## src/rtl/gcd_engine.sv

```systemverilog
// gcd_engine: iterative subtractive-Euclid GCD with valid/ready operand and result handshakes
// Defining GCD_ITER_LIMIT_EN aborts jobs that reach MAX_ITER subtractions (timeout_o=1).
module gcd_engine #(
  parameter int DATA_WIDTH = 8,
  parameter int CNT_WIDTH  = DATA_WIDTH,
  parameter int MAX_ITER   = 200
) (
  input  logic                  clk_i,
  input  logic                  nreset_i,
  input  logic                  start_valid_i,
  output logic                  start_ready_o,
  input  logic [DATA_WIDTH-1:0] operand_a_i,
  input  logic [DATA_WIDTH-1:0] operand_b_i,
  output logic                  result_valid_o,
  input  logic                  result_ready_i,
  output logic [DATA_WIDTH-1:0] gcd_o,
  output logic [CNT_WIDTH-1:0]  iter_cnt_o,
  output logic                  timeout_o
);
  localparam logic [1:0] IDLE = 2'd0, CALC = 2'd1, DONE = 2'd2;
  localparam logic [CNT_WIDTH-1:0] CNT_MAX = '1;
  logic [1:0] state;
  logic [DATA_WIDTH-1:0] a_q, b_q, gcd_q;
  logic [CNT_WIDTH-1:0] cnt, iter_q;
  logic hit_limit;
  if (DATA_WIDTH < 2) begin : g_bad_width
    $error("DATA_WIDTH must be at least 2");
  end
`ifdef GCD_ITER_LIMIT_EN
  localparam logic [CNT_WIDTH-1:0] LIMIT = CNT_WIDTH'(MAX_ITER);
  logic timeout_q;
  assign hit_limit = cnt == LIMIT;
  always_ff @(posedge clk_i or negedge nreset_i)
    if (!nreset_i) timeout_q <= 1'b0;
    else if (state == IDLE && start_valid_i) timeout_q <= 1'b0;
    else if (state == CALC && a_q != b_q && hit_limit) timeout_q <= 1'b1;
  assign timeout_o = timeout_q;
`else
  if (MAX_ITER < 0) begin : g_bad_limit
    $error("MAX_ITER must be non-negative");
  end
  assign hit_limit = 1'b0;
  assign timeout_o = 1'b0;
`endif
  assign start_ready_o  = state == IDLE;
  assign result_valid_o = state == DONE;
  assign gcd_o          = gcd_q;
  assign iter_cnt_o     = iter_q;
  always_ff @(posedge clk_i or negedge nreset_i)
    if (!nreset_i) begin
      state  <= IDLE;
      a_q    <= '0;
      b_q    <= '0;
      cnt    <= '0;
      gcd_q  <= '0;
      iter_q <= '0;
    end else begin
      case (state)
        IDLE: if (start_valid_i) begin
          if (operand_a_i != '0 && operand_b_i != '0) begin
            a_q   <= operand_a_i;
            b_q   <= operand_b_i;
            cnt   <= '0;
            state <= CALC;
          end else begin
            // gcd(x,0)=x and gcd(0,0)=0 fall out of the OR
            gcd_q  <= operand_a_i | operand_b_i;
            iter_q <= '0;
            state  <= DONE;
          end
        end
        CALC: if (a_q == b_q) begin
          gcd_q  <= a_q;
          iter_q <= cnt;
          state  <= DONE;
        end else if (hit_limit) begin
          gcd_q  <= '0;
          iter_q <= cnt;
          state  <= DONE;
        end else begin
          if (a_q > b_q) a_q <= a_q - b_q;
          else b_q <= b_q - a_q;
          cnt <= cnt == CNT_MAX ? cnt : cnt + 1'b1;
        end
        DONE: if (result_ready_i) state <= IDLE;
        default: state <= IDLE;
      endcase
    end
endmodule

```

## config.mk

```make
export PLATFORM = sky130hd
export DESIGN_NAME = gcd_engine
export DESIGN_NICKNAME = d
export VERILOG_FILES = /design/src/rtl/gcd_engine.sv
export SDC_FILE = /design/constraint.sdc
export NUM_CORES = 1
export LEC_CHECK = 0
export BUFFER_PORTS_ARGS = -buffer_cell sky130_fd_sc_hd__clkbuf_2
export CAP_MARGIN = 30
export CORE_AREA = 2 2 78 80
export CTS_CLUSTER_DIAMETER = 50
export DETAILED_ROUTE_END_ITERATION = 10
export DIE_AREA = 0 0 80 82
export PLACE_DENSITY = 0.8
export SYNTH_ARGS = -nofsm -noshare
export SYNTH_HDL_FRONTEND = slang
export SYNTH_SLANG_ARGS = --single-unit
```

## constraint.sdc

```tcl
create_clock -name clk_i -period 3.8 [get_ports clk_i]
set_input_delay 0.38 -clock clk_i [delete_from_list [all_inputs] [get_ports clk_i]]
set_output_delay 0.38 -clock clk_i [all_outputs]
set_load 0.005 [all_outputs]
```

==> results.sh, run 1 <==
export IMPL_whs_path_depth=3
export IMPL_rsz0062_at_grt="no"
export IMPL_ir_worst_vdd_mv=0.566
export IMPL_critPathRequiredTime_ns=3.98
export IMPL_sequential_cell_area_um2=1050
export IMPL_clock_path_buffers=2
export IMPL_fp_coreArea_um2=5750
export IMPL_clk_latency_ns=0.30
export IMPL_first_iter_violations=228
export IMPL_synth_cell_types=42
export IMPL_startpoint_to_endpoint_class_of_the_critical_path="flip-flop to flip-flop"
export IMPL_maximum_number_of_pins_on_one_net_before_global_route_repair=34
export IMPL_die_area_um2=6560
export IMPL_synth_edf_count=0
export IMPL_antenna_cells=0
export IMPL_power_leakage_nw=1.48
export IMPL_grt_pass1_wl_mm=11.1
export IMPL_setup_total_negative_slack_ns=0
export IMPL_largest_stage_delay_worst_path_ns=0.49
export IMPL_cp_cell_sequence="inv_1 -> ha_1 -> fa_1 -> nor2b_1 -> o31a_1 -> o22a_1 -> a21bo_1 -> mux2_4"
export IMPL_track_usage=0.218
export IMPL_floorplan_io_pins=39
export IMPL_postSynthRegisterBits=42
export IMPL_post_place_cells=411
export IMPL_crit_path_max_fanout=8
export IMPL_postCtsResizedCells=0
export IMPL_report_final_slew_viol_count=0
export IMPL_number_of_port_buffers=37
export IMPL_period_share=0.708
export IMPL_postSynthAreaPerCell_um2=9.34
export IMPL_place_detailed_hpwl_mm=5.04
export IMPL_clk_pin_slew_ns=0.08
export IMPL_worst_clock_skew_ns=0.00526
export IMPL_ys_warn_count=0
export IMPL_timing_fmax_mhz=372
export IMPL_route_detailed_drc=0
export IMPL_timing_hold_worst_class="input port to flip-flop"
export IMPL_clock_share_of_power=0.086
export IMPL_design_final_nets=382
export IMPL_worst_path_max_delay_cell="sky130_fd_sc_hd__a21bo_1"
export IMPL_synth_nets=348
export IMPL_power_share_switching=0.447
export IMPL_report_final_hold_viol_count=0
export IMPL_grt_remaining_overflow=0
export IMPL_clock_tree_htree_level_count=2
export IMPL_combPwrFrac=0.673
export IMPL_fin_area_um2=3220
export IMPL_clock_sinks=42
export IMPL_seqPwrFrac=0.241
export IMPL_die_width_um=80
export IMPL_ant_nets=0
export IMPL_finalWeightedCongestion=0.931
export IMPL_power_density_cell_area_nw_per_um2=1030
export IMPL_clockRootBuffer="sky130_fd_sc_hd__clkbuf_8"
export IMPL_setup_violations=0
export IMPL_max_slew_margin_rel=0.537
export IMPL_die_y_um=82
export IMPL_antenna_found_initial=0
export IMPL_timing_final_crit_period_ns=2.69
export IMPL_vias=2397
export IMPL_tightest_slew_ns=0.693
export IMPL_first_pass_iteration_count_of_the_detailed_router=4
export IMPL_postRouteWirelength_mm=6.69
export IMPL_initial_core_util=0.504
export IMPL_fillCellCount=536
export IMPL_yosysSeqAreaShare=0.363
export IMPL_multi_input_comb_area_um2=1640
export IMPL_ff2ff_path_depth=8
export IMPL_postCtsSetupRepairBufs=0
export IMPL_cts_hold_buf=1
export IMPL_placedInstanceArea_um2=3120
export IMPL_area_growth_synth_to_finish_pct=11.1
export IMPL_share_of_flip_flops_with_an_asynchronous_set_or_reset_after_synthesis=1.00
export IMPL_status="finished clean"
export IMPL_stdcell_count=420
export IMPL_post_synth_instance_area_um2=2900
export IMPL_grt_pass1_vias=2293
export IMPL_post_drt_via_cell_ratio=5.71
export IMPL_syn_inst=310
export IMPL_clock_tree_from_tritoncts="built"
export IMPL_internal_power_mw=1.83
export IMPL_drive_gt1_frac=0.212
export IMPL_synth_ff_type="sky130_fd_sc_hd__dfrtp_1"
export IMPL_net_switching_power_mw=1.48
export IMPL_critPathLaunchType="flip-flop"
export IMPL_rows=28
export IMPL_crit_arrival_ns=2.87
export IMPL_wl_per_cell_um=15.9
export IMPL_worstSetupEndpointType="flip-flop"
export IMPL_cap_violations=0
export IMPL_numCtsBuffers=5
state kept, by name, summed over array words and instances (netlist names):
signal and flops:
a_q 8, b_q 8, cnt 8, gcd_o 8, iter_cnt_o 8, state 2
metal layers:
layer / routed length, um / global-route usage / part of all wire / vias up
met1: 2980 / 0.291 / 0.44 / 1126
met5: 0 / 0 / 0 / -
met3: 416 / 0.0308 / 0.062 / 12
li1: - / - / - / 1165
met4: 127 / 0.0847 / 0.019 / 0
met2: 3170 / 0.360 / 0.47 / 94
area by class of cell:
class | instances | area share
timing repair buffer | 42 | 0.0739
clock buffer | 6 | 0.0226
tap | 75 | 0.0292
clock inverter | 2 | 0.00428
sequential | 42 | 0.327
multi-input combinational | 225 | 0.511
inverter | 28 | 0.0327
critical path: cells and delay by family (launching register included):
family          cells  cell delay (ns)
simple gates        1             0.18
mux                 1             0.35
buf+inv             1             0.07
compound gates      3             0.98
flops               1             0.35
fa+ha+maj           2             0.64
final timing paths:
check | end | from | slack, ns
max | a_q[7] | a_q[0] | 1.11
min | state[1] | result_ready_i | 0.33
max reg2reg | a_q[7] | a_q[0] | 1.11
min reg2reg | cnt[7] | cnt[7] | 0.49
max in group asynchronous | iter_cnt_o[2] | nreset_i | 2.83
min in group asynchronous | a_q[3] | nreset_i | 0.50
power groups by stage:
stage	sequential, mW	clock, mW	combinational [mW]
after detailed placement	0.807	0	2.19
final	0.797	0.285	2.23
after CTS	0.799	0.294	2.21
after global placement	0.794	0	2.15
after global routing	0.825	0.311	2.47
after floorplan	0.779	0	1.78
metrics by stage:
step,power (mW),hold WS [ns],utilization,worst slack [ns]
2_1_floorplan,2.56,0.0844,-,1.62
3_3_place_gp,2.95,0.461,0.540,1.19
3_5_place_dp,3.00,0.295,0.543,1.13
4_1_cts,3.30,0.330,0.560,1.12
5_1_grt,3.61,0.339,0.560,0.993
6_report,3.32,0.331,0.560,1.11
cell usage in the layout (no fill, tap or decap), types with 2 or more instances in the layout:
master | synthesis | routed
sky130_fd_sc_hd__or3_1 | 2 | 2
sky130_fd_sc_hd__o221a_2 | 3 | 3
sky130_fd_sc_hd__o31a_1 | 4 | 4
sky130_fd_sc_hd__nand2b_1 | 8 | 8
sky130_fd_sc_hd__nand2_1 | 25 | 25
sky130_fd_sc_hd__nand4_1 | 2 | 2
sky130_fd_sc_hd__or4_1 | 4 | 4
sky130_fd_sc_hd__nand3_1 | 8 | 8
sky130_fd_sc_hd__nor2b_1 | 5 | 5
sky130_fd_sc_hd__dfrtp_1 | 42 | 42
sky130_fd_sc_hd__a21oi_1 | 17 | 17
sky130_fd_sc_hd__mux2_4 | 8 | 8
sky130_fd_sc_hd__nand3b_1 | 3 | 3
sky130_fd_sc_hd__mux2i_1 | 14 | 14
sky130_fd_sc_hd__buf_4 | 1 | 3
sky130_fd_sc_hd__a31oi_1 | 2 | 2
sky130_fd_sc_hd__o21ai_0 | 29 | 29
sky130_fd_sc_hd__inv_1 | 28 | 28
sky130_fd_sc_hd__o21a_1 | 9 | 9
sky130_fd_sc_hd__and3_1 | 2 | 2
sky130_fd_sc_hd__nor3_1 | 3 | 3
sky130_fd_sc_hd__fa_1 | 2 | 2
sky130_fd_sc_hd__ha_1 | 16 | 16
sky130_fd_sc_hd__clkbuf_2 | 0 | 37
sky130_fd_sc_hd__mux2_2 | 12 | 12
sky130_fd_sc_hd__xor2_1 | 2 | 2
sky130_fd_sc_hd__nor3b_1 | 3 | 3
sky130_fd_sc_hd__nor2_1 | 16 | 16
sky130_fd_sc_hd__o31ai_1 | 4 | 4
sky130_fd_sc_hd__nor4_1 | 6 | 6
sky130_fd_sc_hd__clkbuf_8 | 0 | 5
sky130_fd_sc_hd__o22a_1 | 2 | 2
sky130_fd_sc_hd__a211oi_1 | 7 | 7
synth_stat cells, drive strengths merged (8+ instances only):
cell type   n  area [um2]
mux2i      14         140
nor2       16        60.1
nand2      25        93.8
nand3       8        40.0
a21oi      18         101
o21ai      30         161
buf         9        75.1
nand2b      8        50.1
o21a        9        67.6
mux2       20         255
inv        28         105
ha         16         200
dfrtp      42        1050
cells by family (layout without fill, tap and decap cells):
kind of cell,Yosys count,count (layout),share of synthesized area
AOI/OAI and AO/OA,83,83,0.188
muxes,34,34,0.137
other,1,1,0.00129
buffers and inverters,43,78,0.0700
DFF,42,42,0.363
adders and majority gates,18,18,0.0829
and+or+nand+nor,87,87,0.152
xor gates and xnor gates,2,2,0.00605
Power figures use the tool's default switching activity.
==> run 2, diff against run 1 <==
- ABC_AREA: unset -> 1
- CORE_AREA: 2 2 78 80 -> 2 2 79 81
- DIE_AREA: 0 0 80 82 -> 0 0 81 83
- PLACE_DENSITY: 0.8 -> 0.82
- clock period: 3.8 -> 2.32 ns (I/O delays scaled with it)
==> run 2 against run 1 <==
Compared with the run above:
- cell count is 29% higher
- synthesized cell count is 39% higher
- setup slack worse by 0.91 ns
- clock power is 150% higher
- first-iteration DRC count is 14% lower
- non-clock buffer count is 2 lower
- count of clock-buffer cells in the layout is 1 lower
- die area is 2.5% higher
- sequential power is 53% higher
- register-to-register slack worse by 0.91 ns
- design area is 3.7% higher
- routed wire length is 13% higher
- critical endpoint is now b_q[7]
- largest cell class unchanged
- largest power group unchanged
==> results.sh, run 2 <==
export IMPL_status="finished clean"
export IMPL_track_usage=0.245
export IMPL_clockRootBuffer="sky130_fd_sc_hd__clkbuf_8"
export IMPL_reg2reg_setup_slack_ns=0.20
export IMPL_grt_pass1_vias=2759
export IMPL_postCtsSetupRepairBufs=0
export IMPL_die_area_um2=6720
export IMPL_grt_remaining_overflow=0
export IMPL_period_share=0.915
export IMPL_post_synth_top_count_cell="sky130_fd_sc_hd__nand2_1"
export IMPL_syn_inst=430
export IMPL_startpoint_to_endpoint_class_of_the_critical_path="flip-flop to flip-flop"
export IMPL_antenna_cells=0
export IMPL_wl_per_cell_um=13.9
export IMPL_clock_sinks=42
export IMPL_critPathLaunchType="flip-flop"
export IMPL_area_growth_synth_to_finish_pct=12.8
export IMPL_power_density_cell_area_nw_per_um2=1600
export IMPL_synth_ff_type="sky130_fd_sc_hd__dfrtp_1"
export IMPL_synth_top_cells_by_count="sky130_fd_sc_hd__nand2_1 (191), sky130_fd_sc_hd__inv_1 (49), sky130_fd_sc_hd__dfrtp_1 (42)"
export IMPL_initial_core_util=0.508
export IMPL_antenna_found_initial=0
export IMPL_clock_tree_htree_level_count=2
export IMPL_finalWeightedCongestion=0.925
export IMPL_clock_path_buffers=2
export IMPL_first_pass_iteration_count_of_the_detailed_router=5
export IMPL_synth_cell_types=35
export IMPL_clk_latency_ns=0.30
export IMPL_floorplan_io_pins=39
export IMPL_cap_violations=0
export IMPL_first_iter_violations=197
export IMPL_maximum_number_of_pins_on_one_net_before_global_route_repair=23
export IMPL_max_slew_margin_rel=0.638
export IMPL_ant_nets=0
export IMPL_post_synth_instance_area_um2=2960
export IMPL_report_final_slew_viol_count=0
export IMPL_fp_coreArea_um2=5820
export IMPL_synth_nets=468
export IMPL_report_final_hold_viol_count=0
export IMPL_route_detailed_drc=0
export IMPL_worstSetupEndpointType="flip-flop"
export IMPL_setup_violations=0
export IMPL_timing_final_crit_period_ns=2.12
export IMPL_die_y_um=83
export IMPL_ys_warn_count=0
export IMPL_clk_pin_slew_ns=0.09
export IMPL_power_leakage_nw=1.87
export IMPL_crit_path_max_fanout=10
export IMPL_synth_top_cells_by_area="sky130_fd_sc_hd__dfrtp_1 (36%), sky130_fd_sc_hd__nand2_1 (24%), sky130_fd_sc_hd__ha_1 (6.8%)"
export IMPL_timing_hold_worst_class="input port to flip-flop"
export IMPL_layout_cells_most_common_list="sky130_fd_sc_hd__nand2_1 (191), sky130_fd_sc_hd__inv_1 (49), sky130_fd_sc_hd__dfrtp_1 (42), sky130_fd_sc_hd__clkbuf_2 (37), sky130_fd_sc_hd__nand3_1 (31)"
export IMPL_setup_total_negative_slack_ns=0
export IMPL_synth_edf_count=0
export IMPL_grt_pass1_wl_mm=12.8
export IMPL_clock_tree_from_tritoncts="built"
export IMPL_die_width_um=81
export IMPL_postCtsResizedCells=0
export IMPL_share_of_flip_flops_with_an_asynchronous_set_or_reset_after_synthesis=1.00
export IMPL_yosysSeqAreaShare=0.356
export IMPL_finish_utilization=0.573
export IMPL_total_design_power_mw=5.34
export IMPL_numCtsBuffers=5
export IMPL_yosys_area_top_type="sky130_fd_sc_hd__dfrtp_1"
export IMPL_post_drt_via_cell_ratio=5.26
export IMPL_ir_worst_vdd_mv=0.652
export IMPL_postSynthRegisterBits=42
export IMPL_postRouteWirelength_mm=7.55
export IMPL_tightest_slew_ns=0.543
export IMPL_critPathRequiredTime_ns=2.52
export IMPL_drive_gt1_frac=0.154
export IMPL_vias=2856
export IMPL_postSynthAreaPerCell_um2=6.87
export IMPL_final_common_cell="sky130_fd_sc_hd__nand2_1"
export IMPL_number_of_port_buffers=37
export IMPL_crit_arrival_ns=2.32
export IMPL_synth_top_area_frac=0.356
export IMPL_worst_clock_skew_ns=0.00367
export IMPL_rows=28
export IMPL_design_final_nets=505
export IMPL_timing_fmax_mhz=471
export IMPL_rsz0062_at_grt="no"
export IMPL_place_detailed_hpwl_mm=5.76
==> run 2: changes by cell type in the layout (fill, tap and decap cells not counted), moves of 7 or more <==
| cell | change |
|---|---|
| sky130_fd_sc_hd__a211oi_1 | -7 |
| sky130_fd_sc_hd__a21oi_1 | -12 |
| sky130_fd_sc_hd__inv_1 | +21 |
| sky130_fd_sc_hd__mux2_2 | -12 |
| sky130_fd_sc_hd__mux2_4 | -8 |
| sky130_fd_sc_hd__mux2i_1 | -13 |
| sky130_fd_sc_hd__nand2_1 | +166 |
| sky130_fd_sc_hd__nand2b_1 | -8 |
| sky130_fd_sc_hd__nand3_1 | +23 |
| sky130_fd_sc_hd__o21a_1 | -9 |
| sky130_fd_sc_hd__o21ai_0 | -19 |
| sky130_fd_sc_hd__o21ai_1 | +8 |
==> run 2: metal layers <==
metal | up-vias | GRT usage | wire [um]
met5 | - | 0 | 0
met4 | 0 | 0.0678 | 146
met3 | 15 | 0.0674 | 642
met2 | 116 | 0.380 | 3480
met1 | 1316 | 0.335 | 3280
li1 | 1409 | - | -
==> run 2: path summary, 6_finish.rpt <==
kind                                start            end  cells after the start
max                                a_q[0]         b_q[7]                     13
min                        result_ready_i       state[1]                      2
max reg2reg                        a_q[0]         b_q[7]                     13
min reg2reg                 iter_cnt_o[5]  iter_cnt_o[5]                      2
max in group asynchronous        nreset_i       gcd_o[3]                      3
min in group asynchronous        nreset_i         a_q[1]                      2
==> run 2: stage by stage <==
stage          area (um2)  setup WS (ns)  cells  hold slack [ns]
2_1_floorplan        2960          0.462    430          -0.0636
3_3_place_gp         3190          0.324    534            0.231
3_5_place_dp         3190          0.270    534            0.247
4_1_cts              3330          0.213    543            0.128
5_1_grt              3330         0.0403    543            0.116
6_report             3330          0.197    543            0.124
==> run 2: area by class of cell <==
type	count	area, um2
flip-flops and latches	42	1050
fillers	556	2480
clock buffers	5	68.8
clock inverters	3	68.8
multi-input cells	323	1630
well taps	75	93.8
repair buffers	40	210
inverters	55	209
==> run 2: power by group <==
part	total, mW	switching [mW]	internal [mW]
clock	0.711	0.279	0.431
combinational	3.41	2.27	1.14
sequential	1.22	0.216	1.00
total	5.34	2.76	2.58
==> run 2: what timing repair did <==
item / in CTS / in global routing
endpoints found under the hold margin: 20 / 0
hold buffers: 1 / 0
setup endpoints to repair: 0 / 0
==> run 2: logic make-up (layout without fill, tap and decap cells) <==
group | Yosys count | after routing | synth area share
other | 1 | 1 | 0.00127
flip-flops | 42 | 42 | 0.356
XOR/XNOR | 3 | 3 | 0.00889
adder cells (fa/ha/maj) | 18 | 18 | 0.0813
multiplexers | 1 | 1 | 0.00339
AO/OA/AOI/OAI | 32 | 32 | 0.0648
AND/OR/NAND/NOR | 268 | 268 | 0.393
buffers and inverters | 65 | 103 | 0.0919
==> run 2: worst max-delay path, cell delays in order, from the launching register on <==
cell                       delay, ns
sky130_fd_sc_hd__dfrtp_1        0.38
sky130_fd_sc_hd__inv_1          0.06
sky130_fd_sc_hd__ha_1           0.22
sky130_fd_sc_hd__fa_1           0.41
sky130_fd_sc_hd__inv_1          0.09
sky130_fd_sc_hd__nand3_1        0.07
sky130_fd_sc_hd__nand2_1        0.11
sky130_fd_sc_hd__nand2_1        0.05
sky130_fd_sc_hd__nand2_1        0.09
sky130_fd_sc_hd__nand2_4        0.08
sky130_fd_sc_hd__nand3_4        0.12
sky130_fd_sc_hd__clkinv_2       0.14
sky130_fd_sc_hd__nand2_1        0.11
sky130_fd_sc_hd__nand2_1        0.06
==> run 3, diff against run 2 <==
- REMOVE_ABC_BUFFERS: unset -> 1
==> run 3 against run 2 <==
Compared with the run above:
- non-clock buffer count is 1 lower
- worst hold slack worse by 0.12 ns
- flip-flop and latch count stayed put
- clock skew is 0.00059 ns higher
- largest power group unchanged
- fmax is 1.1% higher
==> results.sh, run 3 (synthesized netlist as in run 2, its figures left out) <==
export IMPL_maximum_number_of_pins_on_one_net_before_global_route_repair=43
export IMPL_first_iter_violations=186
export IMPL_critPathRequiredTime_ns=2.50
export IMPL_final_common_cell="sky130_fd_sc_hd__nand2_1"
export IMPL_hold_slack_ns=0.00598
export IMPL_timing_fmax_mhz=476
export IMPL_area_growth_synth_to_finish_pct=10.9
export IMPL_post_placement_setup_slack_ns=0.276
export IMPL_wl_per_cell_um=13.2
export IMPL_status="finished clean"
export IMPL_timing_final_crit_period_ns=2.10
export IMPL_period_share=0.905
export IMPL_report_final_slew_viol_count=0
export IMPL_clock_tree_htree_level_count=2
export IMPL_post_route_worst_setup_slack_ns=0.220
export IMPL_track_usage=0.228
export IMPL_worstSetupEndpointType="flip-flop"
export IMPL_route_detailed_drc=0
export IMPL_crit_path_max_fanout=10
export IMPL_die_area_um2=6720
export IMPL_initial_core_util=0.508
export IMPL_ir_worst_vdd_mv=0.661
export IMPL_clock_path_buffers=2
export IMPL_setup_total_negative_slack_ns=0
export IMPL_grt_pass1_vias=2620
export IMPL_setup_violations=0
export IMPL_clk_latency_ns=0.29
export IMPL_drive_gt1_frac=0.154
export IMPL_postCtsResizedCells=0
export IMPL_die_width_um=81
export IMPL_fp_coreArea_um2=5820
export IMPL_grt_pass1_wl_mm=12.1
export IMPL_vias=2840
export IMPL_multi_input_comb_area_um2=1630
export IMPL_worst_clock_skew_ns=0.00426
export IMPL_numCtsBuffers=5
export IMPL_clock_sinks=42
export IMPL_antenna_found_initial=0
export IMPL_clk_pin_slew_ns=0.09
export IMPL_postRouteWirelength_mm=7.16
export IMPL_crit_arrival_ns=2.29
export IMPL_post_drt_via_cell_ratio=5.24
export IMPL_design_final_nets=504
export IMPL_floorplan_io_pins=39
export IMPL_timing_hold_worst_class="input port to async pin"
export IMPL_max_slew_margin_rel=0.643
export IMPL_finalWeightedCongestion=0.944
export IMPL_finish_utilization=0.563
export IMPL_rsz0062_at_grt="no"
export IMPL_fillCellCount=570
export IMPL_power_leakage_nw=1.85
export IMPL_layout_cells_most_common_list="sky130_fd_sc_hd__nand2_1 (191), sky130_fd_sc_hd__inv_1 (49), sky130_fd_sc_hd__dfrtp_1 (42), sky130_fd_sc_hd__clkbuf_2 (37), sky130_fd_sc_hd__nand3_1 (31)"
export IMPL_clockRootBuffer="sky130_fd_sc_hd__clkbuf_8"
export IMPL_antenna_cells=0
export IMPL_report_final_hold_viol_count=0
export IMPL_grt_remaining_overflow=0
export IMPL_tightest_slew_ns=0.535
export IMPL_ant_nets=0
export IMPL_cap_violations=0
export IMPL_clock_tree_from_tritoncts="built"
export IMPL_total_design_power_mw=5.07
export IMPL_rows=28
export IMPL_startpoint_to_endpoint_class_of_the_critical_path="flip-flop to flip-flop"
export IMPL_cts_hold_buf=0
export IMPL_first_pass_iteration_count_of_the_detailed_router=4
export IMPL_die_y_um=83
export IMPL_place_detailed_hpwl_mm=5.61
export IMPL_sequential_cell_area_um2=1050
export IMPL_critPathLaunchType="flip-flop"
export IMPL_power_density_cell_area_nw_per_um2=1550
export IMPL_postCtsSetupRepairBufs=0
export IMPL_number_of_port_buffers=37
-- run 3: cell type report --
type / count / area share
repair buffers: 39 / 0.0611
flip-flops and latches: 42 / 0.321
multi-input cells: 323 / 0.498
clock inverters: 3 / 0.00649
inverters: 55 / 0.0638
well taps: 75 / 0.0286
clock buffers: 5 / 0.0210
-- run 3: power by group --
part	leakage, nW	total, mW	internal (mW)	switching (mW)
registers	0.541	1.22	1.00	0.219
logic	1.26	3.37	1.14	2.23
clock network	0.0441	0.476	0.212	0.265
total	1.85	5.07	2.35	2.72
-- run 3: critical path, stage by stage (launching register included) --
cell	delay, ns
sky130_fd_sc_hd__dfrtp_1	0.39
sky130_fd_sc_hd__inv_1	0.07
sky130_fd_sc_hd__ha_1	0.22
sky130_fd_sc_hd__fa_1	0.40
sky130_fd_sc_hd__inv_1	0.10
sky130_fd_sc_hd__nand3_1	0.07
sky130_fd_sc_hd__nand2_1	0.11
sky130_fd_sc_hd__nand2_1	0.06
sky130_fd_sc_hd__nand2_1	0.10
sky130_fd_sc_hd__nand2_4	0.08
sky130_fd_sc_hd__nand3_4	0.13
sky130_fd_sc_hd__clkinv_2	0.14
sky130_fd_sc_hd__nand2_1	0.10
sky130_fd_sc_hd__nand2_1	0.05
-- run 3: routing by layer --
layer  vias up  global-route usage  share of wire
met2       118               0.368           0.48
met1      1290               0.301           0.43
met4         0              0.0863          0.032
met3        23              0.0413          0.063
li1       1409                   -              -
met5         -                   0              0
-- run 3: worst paths after layout --
check / startpoint / end / slack, ns / depth (start not counted)
worst max-delay path: a_q[0] / b_q[5] / 0.22 / 13
worst min-delay path: nreset_i / iter_cnt_o[2] / 0.006 / 2
worst max register to register: a_q[0] / b_q[5] / 0.22 / 13
worst min register to register: iter_cnt_o[5] / iter_cnt_o[5] / 0.47 / 2
max in group asynchronous: nreset_i / b_q[7] / 1.95 / 2
min in group clk_i: result_ready_i / state[1] / 0.11 / 2
-- run 3: per-stage QoR --
stage / area [um2] / cells
6_report: 3280 / 542
3_3_place_gp: 3190 / 534
5_1_grt: 3280 / 542
4_1_cts: 3280 / 542
3_5_place_dp: 3190 / 534
2_1_floorplan: 2890 / 420
